<file path="src/rtl/sprite_pixel_fetch.sv">
// Sprite pixel fetch: finds the lowest-index sprite slot covering the current pixel,
// reads its colour from sprite memory and muxes it over the background.
// Optional: define SPRITE_TRANSPARENCY_EN to make TRANSPARENT_COLOR see-through.
module sprite_pixel_fetch #(
  parameter int unsigned N_SLOTS = 4,
  parameter int unsigned SPRITE_SIZE = 20,
  parameter int unsigned COLOR_W = 9,
  parameter int unsigned ADDR_W = 14,
  parameter logic [COLOR_W-1:0] TRANSPARENT_COLOR = 9'h1FF
) (
  input  logic               clk,
  input  logic               reset,
  input  logic               refresh_data_in,
  input  logic               refresh_vga_in,
  input  logic [9:0]         pixel_x,
  input  logic [9:0]         pixel_y,
  input  logic               wr_en,
  input  logic [2:0]         wr_slot,
  input  logic [25:0]        wr_data,
  input  logic [COLOR_W-1:0] bg_color,
  output logic [ADDR_W-1:0]  mem_addr,
  output logic               mem_rd,
  input  logic [COLOR_W-1:0] mem_data,
  output logic [COLOR_W-1:0] color_out,
  output logic               color_valid
);

  typedef enum logic [1:0] {StIdle, StAddr, StRead, StHold} state_e;

  localparam int unsigned SqArea = SPRITE_SIZE * SPRITE_SIZE;
`ifdef SPRITE_TRANSPARENCY_EN
  localparam bit TranspEn = 1'b1;
`else
  localparam bit TranspEn = 1'b0;
`endif

  state_e              state_q, state_d;
  logic [25:0]         slot_q [N_SLOTS];
  logic [ADDR_W-1:0]   mem_addr_q;
  logic                mem_rd_q;
  logic                hit_q;
  logic [COLOR_W-1:0]  sprite_q;
  logic [COLOR_W-1:0]  color_q;
  logic                valid_q;

  logic                any_hit;
  logic [25:0]         win;
  logic [9:0]          dx, dy;
  logic [ADDR_W-1:0]   addr_calc;
  logic                visible;

  // Slot fields: {enable, offset[4:0], sy[9:0], sx[9:0]}; ends use 11 bits so 1023+ never wraps
  function automatic logic slot_hit(input logic [25:0] s, input logic [9:0] px,
                                    input logic [9:0] py);
    logic [10:0] x_end, y_end;
    x_end = {1'b0, s[9:0]} + 11'(SPRITE_SIZE);
    y_end = {1'b0, s[19:10]} + 11'(SPRITE_SIZE);
    return s[25] && (px >= s[9:0]) && ({1'b0, px} < x_end) &&
           (py >= s[19:10]) && ({1'b0, py} < y_end);
  endfunction

  always_comb begin
    any_hit = 1'b0;
    win     = '0;
    for (int unsigned i = 0; i < N_SLOTS; i++) begin
      if (!any_hit && slot_hit(slot_q[i], pixel_x, pixel_y)) begin
        any_hit = 1'b1;
        win     = slot_q[i];
      end
    end
  end

  assign dx        = pixel_x - win[9:0];
  assign dy        = pixel_y - win[19:10];
  assign addr_calc = ADDR_W'(32'(win[24:20]) * SqArea + 32'(dy) * SPRITE_SIZE + 32'(dx));
  assign visible   = !(TranspEn && (sprite_q == TRANSPARENT_COLOR));

  always_comb begin
    state_d = state_q;
    case (state_q)
      StIdle:  if (refresh_data_in) state_d = StAddr;
      StAddr:  state_d = StRead;
      StRead:  state_d = refresh_data_in ? StHold : StIdle;
      StHold:  if (!refresh_data_in) state_d = StIdle;
      default: state_d = StIdle;
    endcase
  end

  always_ff @(posedge clk) begin
    if (!reset) begin
      state_q    <= StIdle;
      for (int unsigned i = 0; i < N_SLOTS; i++) slot_q[i] <= '0;
      mem_addr_q <= '0;
      mem_rd_q   <= 1'b0;
      hit_q      <= 1'b0;
      sprite_q   <= '0;
      color_q    <= '0;
      valid_q    <= 1'b0;
    end else begin
      state_q <= state_d;
      for (int unsigned i = 0; i < N_SLOTS; i++) begin
        if (wr_en && (wr_slot == 3'(i))) slot_q[i] <= wr_data;
      end
      mem_rd_q <= 1'b0;
      // A new lookup takes priority over the post-output clear so a back-to-back pixel keeps its hit
      if (state_q == StAddr) begin
        hit_q <= any_hit;
        if (any_hit) begin
          mem_addr_q <= addr_calc;
          mem_rd_q   <= 1'b1;
        end
      end else if (valid_q) begin
        hit_q <= 1'b0;
      end
      if (state_q == StRead) sprite_q <= mem_data;
      valid_q <= refresh_vga_in;
      if (refresh_vga_in) color_q <= (hit_q && visible) ? sprite_q : bg_color;
    end
  end

  assign mem_addr    = mem_addr_q;
  assign mem_rd      = mem_rd_q;
  assign color_out   = color_q;
  assign color_valid = valid_q;

endmodule

</file>
<file path="config.mk">
export PLATFORM = sky130hd
export DESIGN_NAME = sprite_pixel_fetch
export DESIGN_NICKNAME = d
export VERILOG_FILES = /design/src/rtl/sprite_pixel_fetch.sv
export SDC_FILE = /design/constraint.sdc
export NUM_CORES = 1
export LEC_CHECK = 0
export BUFFER_PORTS_ARGS = -buffer_cell sky130_fd_sc_hd__buf_4
export CAP_MARGIN = 20
export CORE_ASPECT_RATIO = 1.2
export CORE_MARGIN = 4
export CORE_UTILIZATION = 65
export CTS_CLUSTER_DIAMETER = 80
export DETAILED_ROUTE_END_ITERATION = 8
export GPL_ROUTABILITY_DRIVEN = 0
export GPL_TIMING_DRIVEN = 0
export PLACE_DENSITY = 0.85
export SLEW_MARGIN = 10
export SYNTH_ARGS = -nofsm -noshare
export SYNTH_HDL_FRONTEND = slang
export SYNTH_SLANG_ARGS = --single-unit
</file>
<file path="constraint.sdc">
create_clock -name clk -period 23.1 [get_ports clk]
set_input_delay 1.155 -clock clk [delete_from_list [all_inputs] [get_ports clk]]
set_output_delay 1.155 -clock clk [all_outputs]
set_load 0.01 [all_outputs]
</file>
## Word-level counts from Yosys, hierarchy flattened

Memory sizes are Yosys's and may differ from the RTL's.
Cells that the tools add are included.

- Reduce and logical (&&, ||, !) cells: 32
- Multiplexer cells: 33
- Equality and inequality tests: 8
- Multiply operators: 2
- Magnitude comparators: 16
- Bitwise gates (word level): 4
- Add/subtract/negate cells: 12

Operators with widths:

| kind | number |
|---|---|
| two-way mux 26 bit | 4 |
| two-way mux 25 bit | 4 |
| adder 10 x 5 -> 11 bit, second input constant | 8 |
| less-than comparator 10 x 11 -> 1 bit | 8 |
| greater-or-equal comparator 10 bit | 8 |
| logical AND 1 bit | 23 |
| two-way mux 1 bit | 20 |
| subtractor 10 bit | 2 |
| adder 14 x 10 -> 14 bit | 1 |
| adder 14 bit | 1 |
| multiplier 10 x 3 -> 12 bit, second input constant | 1 |
| multiplier 5 x 5 -> 10 bit, second input constant | 1 |
| two-way mux 9 bit | 1 |
| one-hot mux 2 bit (4 select lines) | 1 |
| equality test 3 x 2 -> 1 bit, second input constant | 2 |
| two-way mux 2 bit | 3 |
| AND reduction 2 bit | 3 |
| equality test 2 bit, second input constant | 2 |
| != test 2 bit, second input constant | 2 |
| bitwise OR 1 bit | 4 |
| equality test 3 x 1 -> 1 bit, second input constant | 1 |
| logical NOT 1 bit | 3 |
| logical NOT 3 bit | 1 |
| equality test 2 x 1 -> 1 bit, second input constant | 1 |
| 2 further kinds | 2 |

- Word-level logic and storage cells: 115
- Memory bits (writable): 104
- Memories: 1
- Bits in registers: 37
- Input port bits: 72
- Output and inout bits: 25

Memory list:

| name | words | bits a word | rd ports | clocked after memory_dff | write ports | RTL line | RTL |
|---|---|---|---|---|---|---|---|
| slot_q | 4 | 26 | 4 | 0 | 4 | 38 | `logic [25:0] slot_q [N_SLOTS];` |

## Depth between registers and ports, before layout

Gate-level depths: netlist of the first run.
An unclocked memory read counts as a cell.

- Depth in word-level cells: 20
- Gate-level depth with buffers: 41
- Mapped depth without buffers: 39

## Worst setup path after synthesis of the first run

Ideal clock, no wire load.

- Path type: input to register
- Start: input pixel_y[0]
- End: register mem_addr_q[13], in the netlist mem_addr[13]
- Data required time: 22.965 ns
- Data arrival time: 7.561 ns
- Slack: 15.404 ns
- Cell stages on the path: 36
- Setup time: 0.135 ns
- Path buffers: 1
- Cells stage by stage: inv_1 -> ha_1 -> nand2b_1 -> a2111oi_0 -> or3_1 -> o21ai_1 -> and4b_2 -> a2111oi_4 -> clkbuf_1 -> a22oi_1 -> o21ai_0 -> ha_1 -> inv_1 -> fa_1 -> a21o_1 -> a21oi_1 -> o21bai_1 -> a21oi_1 -> o21bai_1 -> a21oi_1 -> xnor2_1 -> ha_1 -> ha_1 -> o21ai_0 -> a21oi_1 -> nor2_1 -> xnor2_1 -> ha_1 -> ha_1 -> nand2_1 -> o41ai_1 -> xnor2_1 -> xnor2_1 -> and3_1 -> o21ai_1 -> a21oi_1

- Cells in the longest elaborated chain, start to end: 17
- Elaborated cells on any way between the ends: 37
- Classes of those cells: add/sub (4); mul (2); order compare (8); mux (8); reduce/logical (15)

RTL lines:

| what | RTL line | RTL |
|---|---|---|
| start, declared | 16 | `input logic [9:0] pixel_y,` |
| greater-or-equal comparator 10 bit | 59 | `(py >= s[19:10]) && ({1'b0, py} < y_end);` |
| logical AND 1 bit | 58 | `return s[25] && (px >= s[9:0]) && ({1'b0, px} < x_end) &&` |
| logical AND 1 bit | 59 |  |
| two-way mux 1 bit | 66 | `if (!any_hit && slot_hit(slot_q[i], pixel_x, pixel_y)) begin` |
| logical NOT 1 bit | 66 |  |
| logical AND 1 bit | 66 |  |
| two-way mux 1 bit | 66 |  |
| logical NOT 1 bit | 66 |  |
| logical AND 1 bit | 66 |  |
| two-way mux 1 bit | 66 |  |
| logical NOT 1 bit | 66 |  |
| logical AND 1 bit | 66 |  |
| two-way mux 25 bit | 66 |  |
| subtractor 10 bit | 74 | `assign dy = pixel_y - win[19:10];` |
| multiplier 10 x 3 -> 12 bit | 75 | `assign addr_calc = ADDR_W'(32'(win[24:20]) * SqArea + 32'(dy) * SPRITE_SIZE + 32'(dx));` |
| adder 14 bit | 75 |  |
| adder 14 x 10 -> 14 bit | 75 |  |
| end signal, assigned | 109 | `mem_addr_q <= addr_calc;` |
| end, declared | 39 | `logic [ADDR_W-1:0] mem_addr_q;` |

Parallel ways exist; a longest one is shown, timed or not.
A chain may end at the register's enable or synchronous reset.

==> flow_summary.yaml, run 1 <==
run_status:
  status: "finished clean"
worst_setup_path:
  cp_max_fo: 10
  worstSetupStartpointType: "flip-flop"
  crit_arrival_ns: 9.34
  critPathKind: "flip-flop to flip-flop"
  cpPeakStageDelay_ns: 0.64
  path_delay_family: "compound AO/OA/AOI/OAI gates"
  cp-end-kind: "flip-flop"
  path_buf_inv: 2
  cp_slowest_cell: "clkbuf_1"
  cp.depth: 38
  r2r_cells: 38
  cp.required_ns: 23.38
routing:
  drt_iter0_drc: 962
  firstDrtPassIters: 5
  drt_wl_total_um: 32500
  ant_nets: 0
  wl_per_cell_um: 20.2
  drc: 0
  vias_per_cell: 6.36
  vias: 10200
logic_synthesis:
  ys_warn_count: 0
  yosys_most_used_dff: "edfxtp_1"
  synth_cell_types: 69
  ys_seq_area_share_pct: 31.8
  synth_fp_nets: 1554
  synth_edf_count: 104
  netlist_area_um2: 12100
  async_reset_ff_share_pct: 0
  synth_seq_cells: 141
  syn_inst: 1253
  syn_avg_cell_area_um2: 9.68
floorplanning:
  dieArea_um2: 20900
  die_y_um: 158
  fp.dieW_um: 133
  io_pins: 97
  start_util_pct: 66.5
  row_count: 54
  core_area_um2: 18200
worst_hold_path:
  holdPathStages: 2
  hold_path_class: "flip-flop to flip-flop"
power_and_ir_drop:
  irDropWorstVdd_mv: 0.0616
  power.density_nw_per_um2: 74.8
  leakage_nw: 6.07
clock_tree:
  cts_resized: 0
  postCtsSetupBuffers: 0
  cts_buffers: 17
  cts_tree: "built"
  root_buffer: "clkbuf_16"
  clock-sinks: 141
  clk_pin_slew_ns: 0.06
  htree_num_levels: 4
  insertion_delay_ns: 0.43
  cts_hold_buf: 0
  clockBufferDepth: 2
timing:
  worst_pin_slew_ns: 1.21
  setup_slack_ns: 14.04
  fin_crit_ns: 9.06
  hold_violations: 0
  setup_violations: 0
  clock.fmax_mhz: 110
  period_share_pct: 39.2
  rsz0062_at_grt: "false"
  fin_worst_skew_ns: 0.00752
  fin_hold_ws_ns: 0.457
  fin_setup_tns_ns: 0
  finalMaxSlewViolations: 0
  slew_headroom_pct: 18.3
global_route:
  antenna_found_initial: 0
  track_usage_pct: 31.4
  grt_pass1_wl_um: 51500
  grt_max_degree: 27
  grt-ovfl-total: 0
  grt_pass1_vias: 10200
layout:
  stdcell_area_um2: 13800
  ff_latch_area_um2: 3860
  num_antenna_cells: 0
  synthToLayoutAreaGrowth_pct: 13.6
  nets: 1671
  n_fill_cell: 1263
  multi_input_area_um2: 7760
  drive_above_1_share_pct: 11.3
place:
  hpwl_um: 25700
  io_buffer_count: 95
  pre_cts_ws_ns: 13.85
  postPlaceCellArea_um2: 13200
run:
  cap_violations: 0
[stage by stage]
step	utilization [%]	power (W)	cells
finish	75.6	0.00103	1607
global route	75.6	0.00110	1607
CTS	75.6	0.00103	1607
detailed placement	72.5	0.000763	1575
global placement	72.0	0.000741	1572
floorplan	-	0.000650	1253
[kinds of logic (layout without fill, tap and decap cells)]
group / count (synthesis) / count (layout) / share of synthesized area, %
and+or+nand+nor: 342 / 342 / 14.9
AOI/OAI and AO/OA: 287 / 287 / 16.2
adders and majority gates: 229 / 229 / 24.3
buffers and inverters: 144 / 274 / 4.61
DFF: 141 / 141 / 31.8
xor gates and xnor gates: 89 / 89 / 6.42
muxes: 21 / 21 / 1.73
[sequential cells by signal, summed over array words and instances, names as in the netlist]
name	count
mem_addr	14
sprite_q	9
hit_q	1
color_valid	1
state_q	2
color_out	9
mem_rd	1
slot_q	104
[per-layer routing]
layer | vias to the layer above | share of wire (%) | wire length (um) | track usage, %
met4 | 0 | 4.5 | 1460 | 15.3
met1 | 4842 | 39 | 12600 | 37.7
met3 | 112 | 7.8 | 2540 | 5.59
li1 | 4797 | - | - | -
met2 | 470 | 49 | 15900 | 54.8
met5 | - | 0 | 0 | 0
[cell usage after synthesis (3+ instances only)]
cell type / count / share of area [%]
a221oi_1: 19 / 1.4
mux2i_1: 21 / 1.7
a2111oi_0: 7 / 0.51
nand3_1: 17 / 0.70
xor2_1: 17 / 1.2
nor3b_1: 4 / 0.25
inv_1: 113 / 3.5
a21oi_1: 76 / 3.1
edfxtp_1: 104 / 26
nand2b_1: 15 / 0.77
xnor2_1: 72 / 5.2
or3_1: 4 / 0.21
o21a_1: 6 / 0.37
nor2b_1: 12 / 0.62
nand4_1: 9 / 0.46
a22o_1: 3 / 0.22
a31oi_1: 4 / 0.21
ha_1: 218 / 22
o211ai_1: 11 / 0.68
o21bai_1: 5 / 0.31
a22oi_1: 26 / 1.6
clkbuf_1: 21 / 0.65
nor2_1: 70 / 2.2
a211o_1: 3 / 0.22
nand2_1: 59 / 1.8
fa_1: 11 / 1.8
a211oi_1: 15 / 0.93
a21o_1: 22 / 1.4
buf_2: 6 / 0.25
and2_1: 106 / 5.5
and3_1: 10 / 0.52
nor3_1: 21 / 0.87
nor2_2: 4 / 0.21
o41ai_1: 3 / 0.22
o22ai_1: 3 / 0.15
o2111ai_1: 10 / 0.72
o21ai_1: 5 / 0.21
dfxtp_1: 37 / 6.1
o21ai_0: 46 / 1.9
[cell usage in the layout, fill, tap and decap left out, types with 4 or more instances in the layout]
master and instances:
or3_1 4, nand2_1 59, and2_1 106, clkbuf_16 17
inv_6 4, mux2i_1 21, nor3b_1 4, ha_1 218
nand3_1 17, a2111oi_0 7, a22oi_1 26, o21ai_0 44
clkbuf_1 23, nor2_2 4, fa_1 11, nor3_1 21
o211ai_1 11, edfxtp_1 104, xor2_1 17, nand2b_1 15
o21bai_1 5, nor2b_1 12, a211oi_1 15, inv_1 113
o21a_1 6, dfxtp_1 37, a31oi_1 4, o21ai_1 5
a21o_1 22, a221oi_1 19, o2111ai_1 10, a21oi_1 76
nor2_1 70, nand4_1 9, buf_4 95, and3_1 10
xnor2_1 72, buf_2 6
[path summary, 6_finish.rpt]
| kind | start | endpoint | slack, ns |
|---|---|---|---|
| max | slot_q[3][2] | mem_addr[13] | 14.04 |
| min reg2reg | sprite_q[4] | sprite_q[4] | 0.46 |
| min | sprite_q[4] | sprite_q[4] | 0.46 |
| max reg2reg | slot_q[3][2] | mem_addr[13] | 14.04 |
[layout make-up]
class                      instances  area share (%)
sequential                       141            28.0
multi-input combinational        968            56.3
timing repair buffer              98            5.54
inverter                         115            3.13
clock buffer                      20            3.24
tap                              224            2.03
clock inverter                    12           0.808
buffer                            29           0.926
[power by group]
group / switching [W] / leakage (nW) / internal, W / total, W
Combinational: 0.000252 / 4.49 / 0.000210 / 0.000462
Clock: 0.000113 / 0.268 / 0.000152 / 0.000264
Sequential: 0.0000160 / 1.31 / 0.000289 / 0.000305
Total: 0.000380 / 6.07 / 0.000651 / 0.00103
[worst register-to-register path: cells and delay by family, from the launching register on]
kind	cells	cell delay (ns)
adders and majority gates	8	2.34
AOI/OAI and AO/OA	18	3.48
DFF	1	0.46
xor gates and xnor gates	5	0.79
buffers and inverters	2	0.70
and+or+nand+nor	5	1.13
No activity file was read; power rests on OpenSTA's default activity.
==> run 2: changes to the inputs <==
- CORE_UTILIZATION: 65 -> 62
- PLACE_DENSITY: 0.85 -> 0.82
- clock period: 23.1 -> 8.9 ns (I/O delays scaled with it)
==> flow_summary.yaml, run 2 (synthesis gave the netlist of run 1 again) <==
timing:
  worst_pin_slew_ns: 0.899
  slew_headroom_pct: 39.8
  finalMaxSlewViolations: 0
  fin_worst_skew_ns: 0.00675
  setup_slack_ns: 0.646
  fin_hold_ws_ns: 0.252
  fin_crit_ns: 8.25
  clock.fmax_mhz: 121
  setup_violations: 0
  hold_violations: 0
  rsz0062_at_grt: "false"
  period_share_pct: 92.7
layout:
  num_antenna_cells: 0
  multi_input_area_um2: 7800
  layout.cells.most_common_list: "ha_1, inv_1, and2_1"
  largest_register_ffs: 104
  synthToLayoutAreaGrowth_pct: 15.4
  layout_commonest_cell: "ha_1"
  nets: 1676
  n_fill_cell: 1362
  drive_above_1_share_pct: 12.5
  ff_latch_area_um2: 3860
  stdcell_area_um2: 14000
  fin_util_pct: 73.5
  regMostFlops: "slot_q"
worst_hold_path:
  holdPathEnd: "state_q[0]"
  holdPathStages: 2
  hold_path_class: "input pin to flip-flop"
  hp-start: "refresh_data_in"
clock_tree:
  root_buffer: "clkbuf_16"
  cts_tree: "built"
  clockBufferDepth: 2
  clk_pin_slew_ns: 0.07
  htree_num_levels: 4
  insertion_delay_ns: 0.43
  cts_buffers: 17
  clock-sinks: 141
power_and_ir_drop:
  p_total_w: 0.00277
  power.density_nw_per_um2: 197
  leakage_nw: 6.17
  irDropWorstVdd_mv: 0.194
routing:
  firstDrtPassIters: 5
  drt_wl_total_um: 32300
  ant_nets: 0
  vias: 10000
  vias_per_cell: 6.11
  drt_iter0_drc: 934
  drc: 0
  wl_per_cell_um: 19.6
floorplanning:
  die_y_um: 161
  row_count: 55
  fp.dieW_um: 136
  io_pins: 97
  start_util_pct: 63.7
  core_area_um2: 19100
  dieArea_um2: 21900
worst_setup_path:
  crit_top_cell: "ha_1"
  r2r_cells: 37
  worstSetupStartpointType: "flip-flop"
  crit_arrival_ns: 8.54
  cp-end-kind: "flip-flop"
  worstSetupStartpoint: "slot_q[2][13]"
  r2r-end: "mem_addr[13]"
  reg2reg_from: "slot_q[2][13]"
  cpPeakStageDelay_ns: 0.49
  cp_max_fo: 10
  cp_slowest_cell: "or4_1"
  critPathKind: "flip-flop to flip-flop"
  cp.required_ns: 9.18
  regToRegSetupSlack_ns: 0.65
place:
  io_buffer_count: 95
  hpwl_um: 25500
  pre_cts_ws_ns: 0.0260
  postPlaceCellArea_um2: 13300
global_route:
  grt-ovfl-total: 0
  grt_max_degree: 27
  track_usage_pct: 29.9
  grt_pass1_vias: 10200
  antenna_found_initial: 0
  grt_pass1_wl_um: 50800
run_status:
  status: "finished clean"
run:
  cap_violations: 0
## run 2: report_power, final
part	internal, W	total [W]	switching [W]
registers	0.000749	0.000789	0.0000401
clock network	0.000430	0.000758	0.000328
logic	0.000553	0.00122	0.000667
## run 2: metal layers
| layer | vias to the layer above | wire length, um | track usage (%) |
|---|---|---|---|
| met4 | 0 | 1270 | 13.6 |
| li1 | 4809 | - | - |
| met2 | 445 | 16000 | 52.0 |
| met1 | 4687 | 12600 | 36.5 |
| met3 | 97 | 2410 | 4.21 |
| met5 | - | 0 | 0 |
## run 2: area by class of cell
| cell class | count | share of cell area, % |
|---|---|---|
| well taps | 256 | 2.29 |
| repair buffers | 104 | 5.91 |
| clock inverters | 15 | 1.40 |
| inverters | 115 | 3.08 |
| flip-flops and latches | 141 | 27.6 |
| plain buffers | 28 | 0.982 |
| multi-input cells | 968 | 55.7 |
| clock buffers | 17 | 3.04 |
## run 2: stage by stage
| stage | TNS [ns] | cells |
|---|---|---|
| detailed placement | 0 | 1608 |
| global route | 0 | 1644 |
| floorplan | 0 | 1253 |
| global placement | -0.0128 | 1604 |
| CTS | 0 | 1640 |
| finish | 0 | 1644 |
## run 2: worst max-delay path: cells and delay by family (launching register included)
kind,cells,cell delay [ns]
flops,1,0.47
simple gates,4,0.94
fa+ha+maj,8,2.33
compound gates,18,3.22
xor+xnor,5,0.80
buf+inv,2,0.31
## run 2: worst max path at each step
| stage | to | depth (start not counted) | slack, ns |
|---|---|---|---|
| after floorplan | mem_addr[13] | 38 | 1.46 |
| after global placement | mem_addr[13] | 38 | -0.01 |
| after detailed placement | mem_addr[13] | 38 | 0.03 |
| after CTS | mem_addr[13] | 37 | 0.09 |
| after global routing | mem_addr[13] | 38 | 0.04 |
| final | mem_addr[13] | 37 | 0.65 |
## run 2: what timing repair did
action / 4_1_cts / 5_1_grt
endpoints found under the hold margin: 0 / 0
hold buffers: 0 / 0
setup buffers: 0 / 5
resized for setup: 1 / 20
pin swaps: 0 / 3
endpoints found under the setup margin: 1 / 2
==> run 3: changes to the inputs <==
- ABC_AREA: unset -> 1
- REMOVE_ABC_BUFFERS: unset -> 1
==> flow_summary.yaml, run 3 <==
run_status:
  status: "finished clean"
routing:
  drt_iter0_drc: 741
  vias_per_cell: 5.66
  ant_nets: 0
  firstDrtPassIters: 5
  vias: 10900
  drt_wl_total_um: 31700
  drc: 0
  wl_per_cell_um: 16.4
place:
  pre_cts_ws_ns: 0.805
  io_buffer_count: 96
  postPlaceCellArea_um2: 13700
  hpwl_um: 24300
global_route:
  grt_max_degree: 44
  antenna_found_initial: 0
  track_usage_pct: 28.4
  grt_pass1_wl_um: 52300
  grt_pass1_vias: 11100
  grt-ovfl-total: 0
clock_tree:
  cts_hold_buf: 0
  clk_pin_slew_ns: 0.07
  postCtsSetupBuffers: 0
  clock-sinks: 141
  htree_num_levels: 4
  cts_tree: "built"
  cts_buffers: 17
  clockBufferDepth: 2
  root_buffer: "clkbuf_16"
  insertion_delay_ns: 0.44
logic_synthesis:
  netlist_area_um2: 12600
  yosys_most_used_dff: "edfxtp_1"
  yosysMostFrequentCell: "nand2_1"
  yosys-top-cells-count: "nand2_1, inv_1, ha_1"
  synth_compound_gate_area_share_pct: 11.5
  yosysTopAreaCell: "edfxtp_1"
  synth_edf_count: 104
  synth_xor_area_share_pct: 5.84
  synthAdderAreaFrac_pct: 23.4
  synth_cell_types: 50
  synth-simple-area-share_pct: 20.5
  ys_warn_count: 0
  synth_seq_cells: 141
  netlist_top_cells_area: "edfxtp_1, ha_1, nand2_1"
  syn_inst: 1561
  synth_top_family_by_area: "adder cells"
  syn_avg_cell_area_um2: 8.07
  yosys.area.top_type_share_pct: 24.8
  async_reset_ff_share_pct: 0
  ys_seq_area_share_pct: 30.7
  synth_mux_area_share_pct: 0
layout:
  largest_register_ffs: 104
  stdcell_area_um2: 14300
  fin_util_pct: 72.2
  drive_above_1_share_pct: 11.2
  synthToLayoutAreaGrowth_pct: 13.2
  regMostFlops: "slot_q"
  nets: 1958
  layout_commonest_cell: "nand2_1"
  num_antenna_cells: 0
  layout.cells.most_common_list: "nand2_1, inv_1, ha_1"
power_and_ir_drop:
  power.density_nw_per_um2: 198
  irDropWorstVdd_mv: 0.172
  leakage_nw: 7.15
floorplanning:
  row_count: 56
  die_y_um: 164
  dieArea_um2: 22700
  io_pins: 97
  core_area_um2: 19800
  fp.dieW_um: 138
  start_util_pct: 63.7
timing:
  fin_setup_tns_ns: 0
  setup_slack_ns: 0.904
  rsz0062_at_grt: "false"
  hold_violations: 0
  clock.fmax_mhz: 125
  setup_violations: 0
  period_share_pct: 89.8
  worst_pin_slew_ns: 1.09
  fin_worst_skew_ns: 0.0116
  slew_headroom_pct: 27.0
  fin_crit_ns: 8.00
  finalMaxSlewViolations: 0
worst_setup_path:
  cp_max_fo: 27
  critPathKind: "flip-flop to flip-flop"
  cpPeakStageDelay_ns: 0.41
  cp-end-kind: "flip-flop"
  cp_slowest_cell: "fa_1"
  crit_top_cell: "nand2_1"
  worstSetupStartpointType: "flip-flop"
  crit_arrival_ns: 8.34
  cp.required_ns: 9.24
worst_hold_path:
  hold_path_class: "input pin to flip-flop"
run:
  cap_violations: 0
[run 3: cell types whose count changed after synthesis, moves of 15 or more]
cell / before / now
a211oi_1: 15 / 0
a21oi_1: 76 / 91
a221oi_1: 19 / 0
a22oi_1: 26 / 6
and2_1: 106 / 1
inv_1: 113 / 221
mux2i_1: 21 / 0
nand2_1: 59 / 258
nand2b_1: 15 / 0
nand3_1: 17 / 59
nor2_1: 70 / 214
o22ai_1: 3 / 25
xnor2_1: 72 / 17
xor2_1: 17 / 67
[run 3: what timing repair did]
action	in CTS	in global routing
gates resized for setup	0	2
setup endpoints to repair	0	1
hold endpoints to repair	0	0
[run 3: worst max-delay path: cells and delay by family, from the launching register on]
family / cells / cell delay, ns
simple gates: 22 / 2.60
buf+inv: 8 / 0.73
compound gates: 9 / 1.58
flops: 1 / 0.39
fa+ha+maj: 7 / 2.10
xor+xnor: 3 / 0.47
[run 3: cells by family after synthesis]
group,after synthesis
AOI/OAI and AO/OA,247
xor gates and xnor gates,84
adders and majority gates,229
buffers and inverters,262
DFF,141
and+or+nand+nor,598
[run 3: cell type report]
| class | instances | area [um^2] |
|---|---|---|
| clock buffer | 18 | 439 |
| multi-input combinational | 1158 | 7760 |
| clock inverter | 14 | 121 |
| inverter | 236 | 888 |
| sequential | 141 | 3860 |
| tap | 261 | 327 |
| timing repair buffer | 103 | 863 |
| fill | 1528 | 5500 |
[run 3: layer usage]
layer,vias up,global-route usage [%],wire length [um]
met3,94,4.31,1820
met4,0,15.2,1480
met2,377,50.9,15800
li1,5412,-,-
met5,-,0,0
met1,5049,32.8,12600
[run 3: stage by stage]
| step | hold WS (ns) | cells | power [W] |
|---|---|---|---|
| 2_1_floorplan | 0.447 | 1535 | 0.00181 |
| 3_3_place_gp | 0.454 | 1892 | 0.00207 |
| 3_5_place_dp | 0.464 | 1896 | 0.00213 |
| 4_1_cts | 0.225 | 1928 | 0.00282 |
| 5_1_grt | 0.238 | 1931 | 0.00307 |
| 6_report | 0.226 | 1931 | 0.00283 |
[run 3: power breakdown]
part / switching, W / internal, W / total (W)
logic: 0.000811 / 0.000543 / 0.00135
registers: 0.0000302 / 0.000748 / 0.000778
clock network: 0.000320 / 0.000375 / 0.000695
[run 3: worst paths after layout]
| check | endpoint | slack (ns) | depth (start not counted) | start |
|---|---|---|---|---|
| worst max-delay path | mem_addr[13] | 0.90 | 49 | slot_q[1][12] |
| worst min-delay path | sprite_q[5] | 0.23 | 3 | mem_data[5] |
| worst max register to register | mem_addr[13] | 0.90 | 49 | slot_q[1][12] |
| worst min register to register | color_out[8] | 0.48 | 2 | sprite_q[8] |
